File: src/rtl/pattern_scan_ctrl.sv
// -----------------------------------------------------------------------------
// pattern_scan_ctrl
//
// Accepts DATA_W-bit words over a valid/ready handshake and serialises each
// word MSB-first into a PAT_W-bit history register. The history is compared
// with a pattern latched at word accept on every bit. The block reports a
// registered match pulse per occurrence, the per-word match count and a
// saturating running total.
//
// History and fill persist across words, so a pattern that straddles a word
// boundary is still found. Both are cleared only by rst_n or clr.
//
// Optional build macro:
//   PAT_NO_OVERLAP_EN - when defined, a match empties the fill counter, so
//                       PAT_W fresh bits are needed before the next match
//                       (non-overlapping detection). When undefined,
//                       detection overlaps.
//
// Ports:
//   clk          in   clock, all state on rising edge
//   rst_n        in   asynchronous active-low reset
//   clr          in   synchronous clear/abort, active-high, beats in_valid
//   cfg_pattern  in   pattern to detect, sampled only at word accept
//   in_valid     in   producer has a word
//   in_data      in   word, bit DATA_W-1 is serialised first
//   in_ready     out  block can accept a word (IDLE only)
//   match        out  one-cycle pulse per pattern occurrence
//   busy         out  word being serialised
//   done         out  one-cycle pulse after the last bit of a word
//   word_count   out  matches in the last completed word, valid while done
//   total_count  out  saturating running total of matches
// -----------------------------------------------------------------------------
module pattern_scan_ctrl #(
  parameter int DATA_W = 8,
  parameter int PAT_W  = 4,
  parameter int CNT_W  = 8
) (
  input  logic                        clk,
  input  logic                        rst_n,
  input  logic                        clr,
  input  logic [PAT_W-1:0]            cfg_pattern,
  input  logic                        in_valid,
  input  logic [DATA_W-1:0]           in_data,
  output logic                        in_ready,
  output logic                        match,
  output logic                        busy,
  output logic                        done,
  output logic [$clog2(DATA_W+1)-1:0] word_count,
  output logic [CNT_W-1:0]            total_count
);

  localparam int CW_W   = $clog2(DATA_W + 1);
  localparam int FILL_W = $clog2(PAT_W + 1);

  typedef enum logic [1:0] {
    IDLE  = 2'd0,
    SHIFT = 2'd1,
    DONE  = 2'd2
  } state_t;

  // Saturating increment for the running total: holds at all-ones.
  function automatic logic [CNT_W-1:0] sat_inc(input logic [CNT_W-1:0] val);
    if (val == {CNT_W{1'b1}}) begin
      sat_inc = val;
    end else begin
      sat_inc = val + {{(CNT_W-1){1'b0}}, 1'b1};
    end
  endfunction

  state_t              state_r;
  state_t              state_s;
  logic [DATA_W-1:0]   sreg_r;
  logic [PAT_W-1:0]    hist_r;
  logic [PAT_W-1:0]    pat_q_r;
  logic [FILL_W-1:0]   fill_r;
  logic [CW_W-1:0]     bit_cnt_r;
  logic [CW_W-1:0]     word_cnt_r;
  logic [CNT_W-1:0]    total_r;
  logic                match_r;
  logic                busy_r;
  logic                done_r;
  logic                in_ready_r;

  logic                accept_s;
  logic                last_bit_s;
  logic [PAT_W-1:0]    hist_s;
  logic [FILL_W-1:0]   fill_s;
  logic                hit_s;

  // History/fill look-ahead for the bit shifted on this edge.
  always_comb begin
    accept_s   = 1'b0;
    last_bit_s = 1'b0;
    hist_s     = hist_r;
    fill_s     = fill_r;
    hit_s      = 1'b0;
    if (state_r == IDLE) begin
      accept_s = in_valid;
    end else begin
      accept_s = 1'b0;
    end
    last_bit_s = (bit_cnt_r == CW_W'(1));
    hist_s     = {hist_r[PAT_W-2:0], sreg_r[DATA_W-1]};
    if (fill_r == FILL_W'(PAT_W)) begin
      fill_s = fill_r;
    end else begin
      fill_s = fill_r + FILL_W'(1);
    end
    hit_s = (hist_s == pat_q_r) && (fill_s == FILL_W'(PAT_W));
  end

  // Next-state logic; clr wins over any handshake.
  always_comb begin
    state_s = state_r;
    if (clr) begin
      state_s = IDLE;
    end else begin
      case (state_r)
        IDLE: begin
          if (accept_s) begin
            state_s = SHIFT;
          end else begin
            state_s = IDLE;
          end
        end
        SHIFT: begin
          if (last_bit_s) begin
            state_s = DONE;
          end else begin
            state_s = SHIFT;
          end
        end
        DONE:    state_s = IDLE;
        default: state_s = IDLE;
      endcase
    end
  end

  // State register.
  always_ff @(posedge clk or negedge rst_n) begin
    if (!rst_n) begin
      state_r <= IDLE;
    end else begin
      state_r <= state_s;
    end
  end

  // Status outputs registered from the next state so they line up with it.
  always_ff @(posedge clk or negedge rst_n) begin
    if (!rst_n) begin
      in_ready_r <= 1'b1;
      busy_r     <= 1'b0;
      done_r     <= 1'b0;
    end else begin
      in_ready_r <= (state_s == IDLE);
      busy_r     <= (state_s == SHIFT);
      done_r     <= (state_s == DONE);
    end
  end

  // Serialiser, detector history and match counters.
  always_ff @(posedge clk or negedge rst_n) begin
    if (!rst_n) begin
      sreg_r     <= '0;
      hist_r     <= '0;
      pat_q_r    <= '0;
      fill_r     <= '0;
      bit_cnt_r  <= '0;
      word_cnt_r <= '0;
      total_r    <= '0;
      match_r    <= 1'b0;
    end else if (clr) begin
      sreg_r     <= '0;
      hist_r     <= '0;
      fill_r     <= '0;
      bit_cnt_r  <= '0;
      word_cnt_r <= '0;
      total_r    <= '0;
      match_r    <= 1'b0;
    end else begin
      case (state_r)
        IDLE: begin
          match_r <= 1'b0;
          if (accept_s) begin
            sreg_r     <= in_data;
            pat_q_r    <= cfg_pattern;
            bit_cnt_r  <= CW_W'(DATA_W);
            word_cnt_r <= '0;
          end else begin
            sreg_r <= sreg_r;
          end
        end
        SHIFT: begin
          sreg_r    <= {sreg_r[DATA_W-2:0], 1'b0};
          hist_r    <= hist_s;
          bit_cnt_r <= bit_cnt_r - CW_W'(1);
          match_r   <= hit_s;
          if (hit_s) begin
`ifdef PAT_NO_OVERLAP_EN
            // Non-overlapping: the matched bits cannot be reused.
            fill_r     <= '0;
`else
            fill_r     <= fill_s;
`endif
            word_cnt_r <= word_cnt_r + CW_W'(1);
            total_r    <= sat_inc(total_r);
          end else begin
            fill_r <= fill_s;
          end
        end
        DONE: begin
          match_r <= 1'b0;
        end
        default: begin
          match_r <= 1'b0;
        end
      endcase
    end
  end

  assign in_ready    = in_ready_r;
  assign match       = match_r;
  assign busy        = busy_r;
  assign done        = done_r;
  assign word_count  = word_cnt_r;
  assign total_count = total_r;

endmodule

File: config.mk
export PLATFORM = sky130hd
export DESIGN_NAME = pattern_scan_ctrl
export DESIGN_NICKNAME = d
export VERILOG_FILES = /design/src/rtl/pattern_scan_ctrl.sv
export SDC_FILE = /design/constraint.sdc
export NUM_CORES = 1
export LEC_CHECK = 0
export CAP_MARGIN = 10
export CELL_PAD_IN_SITES_DETAIL_PLACEMENT = 1
export CELL_PAD_IN_SITES_GLOBAL_PLACEMENT = 1
export CORE_UTILIZATION = 40
export DETAILED_ROUTE_END_ITERATION = 10
export PLACE_DENSITY = 0.79
export SLEW_MARGIN = 20
export SYNTH_ARGS = -nofsm -noshare
export SYNTH_HDL_FRONTEND = slang
export SYNTH_SLANG_ARGS = --single-unit
File: constraint.sdc
create_clock -name clk -period 3.8 [get_ports clk]
set_clock_uncertainty 0.05 [all_clocks]
set_input_delay 1.14 -clock clk [delete_from_list [all_inputs] [get_ports clk]]
set_output_delay 1.14 -clock clk [all_outputs]
set_load 0.01 [all_outputs]
; Word level (Yosys, flattened, before mapping)
; Cells that the tools add are included.
; W data, S select, Z words.
[totals]
elab_cells = 64
regBits = 40
out_inout_bits = 16
[op_classes]
bitwise = 1
add_sub_neg = 4
n_reduce_logical = 10
n_mux = 26
n_eq_ne = 11
[op_table]
columns = op, n
row1 = $mux W8, 6
row2 = $mux W4, 5
row3 = $pmux W4 S2, 2
row4 = $pmux W8 S2, 1
row5 = $mux W3, 5
row6 = $reduce_and A3 Y1, 3
row7 = $add A8 B1 Y8 const B, 1
row8 = $eq A8 B8 Y1 const B, 1
row9 = $eq A3 B3 Y1 const B, 2
row10 = $ne A3 B3 Y1 const B, 2
row11 = $add A4 B1 Y4 const B, 1
row12 = $eq A2 B1 Y1 const B, 2
row13 = $eq A4 B1 Y1 const B, 1
row14 = $eq A4 B4 Y1, 1
row15 = $logic_not A2 Y1, 2
row16 = $mux W1, 4
row17 = $mux W2, 2
row18 = $pmux W2 S2, 1
row19 = $reduce_bool A2 Y1, 2
row20 = $sub A4 B1 Y4 const B, 1
row21 = $add A3 B1 Y3 const B, 1
row22 = $reduce_bool A3 Y1, 1
row23 = $eq A2 B2 Y1 const B, 1
row24 = $ne A2 B2 Y1 const B, 1
row25 = other kinds (3), 3

; Logic depth before layout (Yosys ltp)
; Gate-level depths: netlist (run 1).
[depth]
word_depth = 7
ltp_mapped = 8
depth_no_buf = 7

; Least setup slack after synthesis (run 1)
; No wires, ideal clock.
[synth_timing]
kind = input to register
from = in clr
to = reg word_cnt_r[3] (netlist: word_count[3])
n_path_buf = 1
arrival_time_ns = 2.103
path_stages = 4
slack_ns = 1.578
cell_sequence = clkbuf_1 > nand2b_1 > or4_1 > nand3_1
[synth_between]
elab_chain_len = 2
[synth_rtl]
columns = element, line
row1 = start: declaration, 40  ; input logic clr,
row2 = $ne A3 B3 Y1 (no source line) / $reduce_bool A3 Y1 (equally long branches), n/a
row3 = $reduce_and A3 Y1 (no source line), n/a
row4 = end signal: assignment, 205  ; word_cnt_r <= word_cnt_r + CW_W'(1);
row5 = end: declaration, 77  ; logic [CW_W-1:0] word_cnt_r;
; Parallel ways exist; a longest one is shown, timed or not.
; A chain may end at the register's enable or synchronous reset.

; Final worst setup path (run 1)
[layout_timing]
from = reg fill_r[0]
to = reg total_r[5] (netlist: total_count[5])
[layout_between]
elab_chain_len = 6
[layout_rtl]
columns = element, line
row1 = start: declaration, 75  ; logic [FILL_W-1:0] fill_r;
row2 = start signal: assignment, 203  ; fill_r <= fill_s;
row3 = start signal: assignment, 208  ; fill_r <= fill_s;
row4 = $add A3 B1 Y3 / $eq A3 B3 Y1 (equally long branches), "107, 104"
row5 = $mux W3 *, 104  ; if (fill_r == FILL_W'(PAT_W)) begin
row6 = $eq A3 B3 Y1 *, 109  ; hit_s = (hist_s == pat_q_r) && (fill_s == FILL_W'(PAT_W));
row7 = $logic_and A1 B1 Y1 *, 109
row8 = $reduce_bool A2 Y1 (no source line) *, n/a
row9 = $reduce_and A3 Y1 (no source line) *, n/a
row10 = end signal: assignment, 206  ; total_r <= sat_inc(total_r);
row11 = end: declaration, 78  ; logic [CNT_W-1:0] total_r;
; Mark *: on every way between the ends. The rest lies on a longest branch, timed or not.

==> impl_summary.md, run 1 <==
Logic synthesis
By area the synthesized netlist is led by sky130_fd_sc_hd__dfrtp_1 (50%), sky130_fd_sc_hd__nand2_1 (5.6%), sky130_fd_sc_hd__a21oi_1 (3.8%), sky130_fd_sc_hd__ha_1 (3.8%), sky130_fd_sc_hd__nor2_1 (3.8%). Synthesis inferred 40 register bits. The number of flops mapped to enable cells by yosys is 0. The count of unique library cells instantiated by Yosys is 42.

The fraction of registers with async set/reset is 100%. In this run the cell area of the synthesized design comes to 1960 µm². The count of synthesis-stage warnings from yosys is 0.

Counting instances in the post-synthesis netlist gives the leading cell types as sky130_fd_sc_hd__dfrtp_1 (39), sky130_fd_sc_hd__nand2_1 (29), sky130_fd_sc_hd__nor2_1 (20). For this run, the register share of the synthesized area comes to 51.2%. A synthesized cell averages 10.0 µm². The most used flip-flop cell after synthesis is sky130_fd_sc_hd__dfrtp_1. sky130_fd_sc_hd__dfrtp_1 takes more of the synthesized area than any other cell.

Synthesis produced a netlist whose cell count is ~200. The share of the synthesized area in the top cell type is around 50%. The number of nets produced by synthesis is ~220.

sky130_fd_sc_hd__dfrtp_1 is the most common cell in the netlist.

Timing
Setup repair after global routing left no endpoint under its margin. Static timing analysis puts the maximum clock frequency at roughly 390 MHz. The final worst slack is between 1 and 1.5 ns. The total negative slack for setup checks is 0 ns.

The final number of max-transition violations is 0. Across all hold checks on the routed design, the worst slack comes to roughly 0.43 ns. For the pin with the worst max-slew slack, the measured transition is between 0.8 and 0.9 ns. The count of final setup violators is 0. In the finished design, the share of the clock period the worst path needs comes to approximately 67%.

The count of endpoints failing hold in the final timing report is 0. The relative max-transition margin is between 40% and 50%. The post-layout minimum cycle time is 2.55 ns.

Drt
Dividing the detail-routed wire length by the instance count gives roughly 15 µm. Before antenna repair, the detailed router went through 4 iterations. Summed over all layers, the routed wires come to between 4 and 5 mm. The count of routing violations after the opening detailed-route iteration is 85. The mean number of vias per cell is 5.24.

The post-route antenna net violation count is 0. In the routed design, unresolved DRC markers number 0. The number of vias in the routed layout is around 1.6k.

Clock tree
The H-tree was split into 2 levels. The number of setup buffers added after CTS is 0. The number of sinks handled by clock tree synthesis is 40.

The number of CTS-inserted buffers is 5. The number of buffers on the longest clock path is 2. The clock-pin slew of the registers on the worst-case setup and hold paths is 0.07 ns.

The root cell of the clock tree is sky130_fd_sc_hd__clkbuf_8. The number of hold buffers added after CTS was 0. The number of gates resized after CTS is 0. TritonCTS built the clock tree.

The clock network latency to the later pin of the worst-skew pair is around 0.29 ns.

Global route
The pin count of the biggest net entering global routing is 41. In the global route stage, met1 resource usage came out at a little over a quarter. The global routing stage identified its most utilized layer as met2. The final global-route overflow total is 0. The initial antenna violation count is 0.

The number of global-route vias before repair was about 1.6k. In the global route stage, met2 resource usage came out at approximately a third. The global-route usage over all layers is between 10% and 20%. The met3 track utilization from global routing is 4.44%. The wire length of the first global-routing pass is between 7 and 8 mm.

Min path
The start point of the worst min-delay path is bit_cnt_r[2]. The worst hold-check path type is register to register.

Status
The flow ran to the end, and the final reports show no timing, DRC or antenna violations.

Placement
The worst setup timing slack at the placement stage is roughly 1.0 ns. Input and output buffers added on the ports amount to 31. The number of cells after detailed placement is slightly below 300. Once detailed placement completed, the half-perimeter wirelength came to around 3.2 mm.

The last weighted congestion value of the routability-driven placer is ~0.74. The area of placed instances is roughly 2300 µm².

Worst setup path
The worst register-to-register path begins at fill_r[0]. For the worst setup path, the data required time is 3.97 ns. The capturing element type of the critical path is a register. The maximum fanout count along the critical path is 14. The worst setup path category is register to register. The arrival time at the worst endpoint is about 2.7 ns. The launch point of the worst path is fill_r[0]. STA classifies the critical path startpoint as a register.

Final layout
For this run, the share of the core covered by cells in the final layout is between 50% and 60%. The area of all placed cells without fillers is 2430 µm². The count of cells in the finished layout, fillers not included, comes to between 200 and 300. For this run, the post-layout net count is around 250.

The area growth from synthesis to layout is 24.3%. 0 antenna diodes ended up in the layout. In the final layout, the share of cells above drive strength 1 is 8.66%.

Floorplan
The die is 71.9 µm tall. The floorplan has 25 rows. The starting utilization of the core area is about 41%.

In this run the horizontal extent of the chip is 71.9 µm. The count of boundary I/O pins is 32. The floorplan step defined a die boundary enclosing 5180 µm².

The core region area is roughly 4700 µm².

Pwr
The final total power is between 0.9 and 1 mW. The standby leakage power is approximately 1.0 nW. The total power divided by cell area is roughly 370 nW/µm². VDD sags by at most around 0.00017 V.

Flow run
The max-cap check violation count is 0.
[cell usage in the layout (no fill, tap or decap), drive strengths merged, types with 2 or more instances in the layout]
master          n
and3            2
clkbuf          8
or3             7
xor2            5
o31ai           2
nand4           3
nand2b          2
nand2          29
a311oi          7
inv             6
buf             5
clkdlybuf4s50  30
a21oi          15
nor3            2
o21ai          10
ha              6
dfrtp          39
a31oi           3
nand3           6
mux2            5
or4             3
nor2           21
[state kept, by name (all words and copies together), names as in the netlist]
| name | count |
|---|---|
| pat_q_r | 4 |
| done | 1 |
| word_count | 4 |
| in_ready | 1 |
| hist_r | 3 |
| sreg_r | 8 |
| total_count | 8 |
| match | 1 |
| bit_cnt_r | 4 |
| fill_r | 3 |
| state_r | 2 |
| busy | 1 |
[final timing paths]
| path | endpoint | slack (ns) | cells past startpoint |
|---|---|---|---|
| worst max-delay path | total_count[5] | 1.25 | 7 |
| worst min-delay path | bit_cnt_r[2] | 0.43 | 1 |
| worst max register to register | total_count[5] | 1.25 | 7 |
| worst min register to register | bit_cnt_r[2] | 0.43 | 1 |
| max in group asynchronous | pat_q_r[0] | 2.21 | 1 |
| min in group asynchronous | sreg_r[6] | 0.92 | 1 |
[layout make-up]
class	count	area, µm²
fill	521	2290
sequential	40	1000
multi-input combinational	142	898
timing repair buffer	35	335
clock buffer	8	90.1
tap	67	83.8
inverter	6	22.5
[metal layers]
layer,up-vias,wire length [µm],share of wire [%]
met5,-,0,0
met4,0,51,1.1
met3,5,156,3.4
met2,28,2240,49
met1,768,2150,47
li1,762,-,-
[critical path: stages (launching register included)]
cell and delay [ns]:
sky130_fd_sc_hd__dfrtp_1 0.49, sky130_fd_sc_hd__inv_1 0.08, sky130_fd_sc_hd__ha_1 0.25, sky130_fd_sc_hd__or3b_4 0.42, sky130_fd_sc_hd__a31oi_4 0.23, sky130_fd_sc_hd__nand4_4 0.24
sky130_fd_sc_hd__or4_1 0.56, sky130_fd_sc_hd__a21oi_1 0.16
[logic make-up after synthesis]
| kind of cell | count (synthesis) | synth area share [%] |
|---|---|---|
| AO/OA/AOI/OAI | 43 | 14.6 |
| XOR/XNOR | 6 | 2.69 |
| adder cells (fa/ha/maj) | 6 | 3.84 |
| buffers and inverters | 13 | 2.88 |
| flip-flops | 40 | 51.2 |
| multiplexers | 6 | 3.39 |
| AND/OR/NAND/NOR | 81 | 21.4 |
[power by group]
group | internal, mW | switching (mW) | total [mW]
Combinational | 0.0618 | 0.0846 | 0.146
Clock | 0.148 | 0.141 | 0.289
Sequential | 0.453 | 0.0223 | 0.475
Total | 0.663 | 0.248 | 0.911
Power figures use the tool's default switching activity.
==> run 2: changes to the inputs <==
CORE_UTILIZATION = 37   (was 40)
PLACE_DENSITY = 0.76   (was 0.79)
clock period = 2.3 ns   (was 3.8 ns; I/O delays follow)
==> impl_summary.md, run 2 (synthesized netlist as in run 1, its figures left out) <==
Status
The run finished with clean final reports.

Worst setup path
STA classifies the critical path endpoint as a register. The startpoint class of the critical path is a register. The maximum fanout count along the critical path is 5 (-9). The critical-path cell with the highest stage delay is sky130_fd_sc_hd__or4_4. The data required time at the worst endpoint is 2.48 ns (-1.49 ns). The setup path with the least slack is of type register to register. The arrival time at the worst endpoint is 2.45 ns (-0.27 ns). The maximum single-stage delay on the critical path is 0.54 ns (-0.02 ns). The critical path goes through inv_1 -> ha_2 -> or3b_4 -> a31oi_4 -> nand4_4 -> or4_4 -> a21oi_2.

Global route
The number of global-route vias before repair is 1651 (+5.0%). The initial antenna violation count is 0 (unchanged). The global-route usage over all layers was 19.2% (-0.49 points). The wire length of the first global-routing pass is 8.00 mm (+2.9%). The pin count of the biggest net entering global routing was 41 (unchanged). The final global-route overflow total is 0 (unchanged).

Placement
The last weighted congestion value of the routability-driven placer is 0.741 (-0.28%). The number of port buffers was 31 (unchanged). The area of placed instances was 2420 µm² (+3.4%). The detailed-placement wirelength estimate is 3.30 mm (+2.1%).

Final layout
The library cells used most frequently in the layout, excluding fill and tap cells, are sky130_fd_sc_hd__dfrtp_1 (39), sky130_fd_sc_hd__clkdlybuf4s50_1 (30), sky130_fd_sc_hd__nand2_1 (29), sky130_fd_sc_hd__nor2_1 (20), sky130_fd_sc_hd__buf_4 (20). The area of all placed cells without fillers is 2580 µm² (+6.2%). The number of filler instances in the final layout is 614 (+18%). The number of antenna repair diodes is 0 (unchanged). The net total in the final layout is 270 (+7.1%). The ratio of cells with drive above 1 in the final layout came to 17.3% (+8.7 points). Leaving out fill and tap cells, the most frequent cell in the layout is sky130_fd_sc_hd__dfrtp_1. The area growth from synthesis to layout is 32.0%. The flip-flop and latch area is 1000 µm² (unchanged).

The area of combinational cells with multiple inputs is 927 µm² (+3.2%).

Clock tree
The clock tree from TritonCTS is yes. The number of sinks handled by clock tree synthesis came to 40 (unchanged). The clock-pin slew of the registers on the worst-case setup and hold paths is 0.08 ns (about the same).

The level count of the clock H-tree is 2 (unchanged). The number of buffers on the longest clock path is 2 (unchanged). The clock network latency to the later pin of the worst-skew pair is 0.30 ns (about the same). The number of CTS-inserted buffers came to 5 (unchanged).

The root cell of the clock tree is sky130_fd_sc_hd__clkbuf_8.

Floorplan
The vertical extent of the die is 74.7 µm (+3.9%). The die width was 74.7 µm (+3.9%). The starting utilization of the core area is 38.3% (-3.1 points). The floorplan die area was 5580 µm² (+7.9%). The count of boundary I/O pins came to 32 (unchanged). The core region area is 5110 µm² (+8.1%).

The number of placement rows came to 26 (+4.0%).

Drt
The final routed DRC violation total was 0 (unchanged). The mean number of vias per cell is 5.15 (-1.9%). The count of routing violations after the opening detailed-route iteration came to 50 (-41%). The number of vias in the routed layout is 1637 (+4.7%). The total wirelength of the detailed-routed design is 4.94 mm (+7.5%). The post-route antenna net violation count is 0 (unchanged). The wire length per cell is 15.5 µm (+0.74%). The count of TritonRoute iterations in the first routing pass is 4 (unchanged).

Pwr
The standby leakage power is 1.12 nW (+7.9%). The total power divided by cell area was 586 nW/µm² (+56%). The peak ir drop on the vdd network came to 0.000242 V (+45%).

Timing
The relative max-transition margin is 65.3% (+25 points). The count of endpoints failing hold in the final timing report is 0 (unchanged). The post-route fraction of the period consumed by the critical path came to 98.6% (+31 points). The count of final setup violators is 0 (unchanged). The final number of max-transition violations is 0 (unchanged). The post-layout minimum cycle time was 2.27 ns (-0.283 ns). The worst-margin pin slew is 0.520 ns (-0.377 ns). The total negative slack for setup checks is 0 ns (unchanged). The fmax is 441 MHz (+12%).

Min path
The min-delay analysis places its worst path in the category input port to asynchronous set/reset pin.

Flow run
The max-cap check violation count came to 0 (unchanged).
==> run 2: cell types whose count changed in the layout (fill, tap and decap cells not counted), sizes merged <==
cell and change:
buf +17, clkbuf -2, clkinv +1, nand4 +1
==> run 2: area by class of cell <==
| type | instances | share of cell area [%] |
|---|---|---|
| clock buffer | 6 | 2.81 |
| clock inverter | 1 | 0.194 |
| inverter | 6 | 0.872 |
| multi-input combinational | 143 | 35.9 |
| sequential | 40 | 38.8 |
| tap | 70 | 3.39 |
| timing repair buffer | 52 | 18.1 |
==> run 2: through the flow <==
| step | std cells | power [mW] | worst slack [ns] | hold slack [ns] | util [%] |
|---|---|---|---|---|---|
| 2_1_floorplan | 195 | 0.943 | 0.115 | 0.344 | - |
| 3_3_place_gp | 303 | 1.05 | 0.0917 | 0.426 | 47.4 |
| 3_5_place_dp | 303 | 1.06 | 0.00344 | 0.437 | 47.4 |
| 4_1_cts | 313 | 1.51 | 0.00324 | 0.413 | 49.4 |
| 5_1_grt | 318 | 1.60 | -0.0437 | 0.449 | 50.6 |
| 6_report | 318 | 1.51 | 0.0317 | 0.393 | 50.6 |
==> run 2: what timing repair did <==
action / CTS / global route
hold buffers: 0 / 0
setup endpoints to repair: 2 / 5
resized for setup: 0 / 6
buffers inserted: 3 / 4
pin swaps: 0 / 4
cloned: 0 / 1
==> run 2: worst max-delay path, delay by kind of cell, from the launching register on <==
| family | cells | cell delay, ns |
|---|---|---|
| compound gates | 2 | 0.37 |
| fa+ha+maj | 1 | 0.19 |
| simple gates | 3 | 1.09 |
| buf+inv | 1 | 0.08 |
| flops | 1 | 0.42 |
==> run 2: report_power, final <==
part           switching, mW  total (mW)  internal [mW]
clock                  0.242       0.448          0.206
sequential            0.0346       0.783          0.748
combinational          0.157       0.282          0.125
total                  0.433        1.51           1.08
==> run 2: routing by layer <==
layer | track usage (%) | vias to the layer above | share of wire (%)
li1 | - | 807 | -
met1 | 25.7 | 802 | 45
met2 | 31.3 | 21 | 51
met3 | 3.21 | 7 | 2.0
met4 | 7.55 | 0 | 1.5
met5 | 0 | - | 0
==> run 2: path summary, 6_finish.rpt <==
| kind | slack [ns] | depth (start not counted) | from | to |
|---|---|---|---|---|
| max | 0.03 | 7 | fill_r[0] | total_count[5] |
| min | 0.39 | 2 | rst_n | word_count[2] |
| max reg2reg | 0.03 | 7 | fill_r[0] | total_count[5] |
| min reg2reg | 0.45 | 1 | bit_cnt_r[2] | bit_cnt_r[2] |
| max in group asynchronous | 1.43 | 2 | rst_n | in_ready |
| min in group clk | 0.45 | 1 | bit_cnt_r[2] | bit_cnt_r[2] |
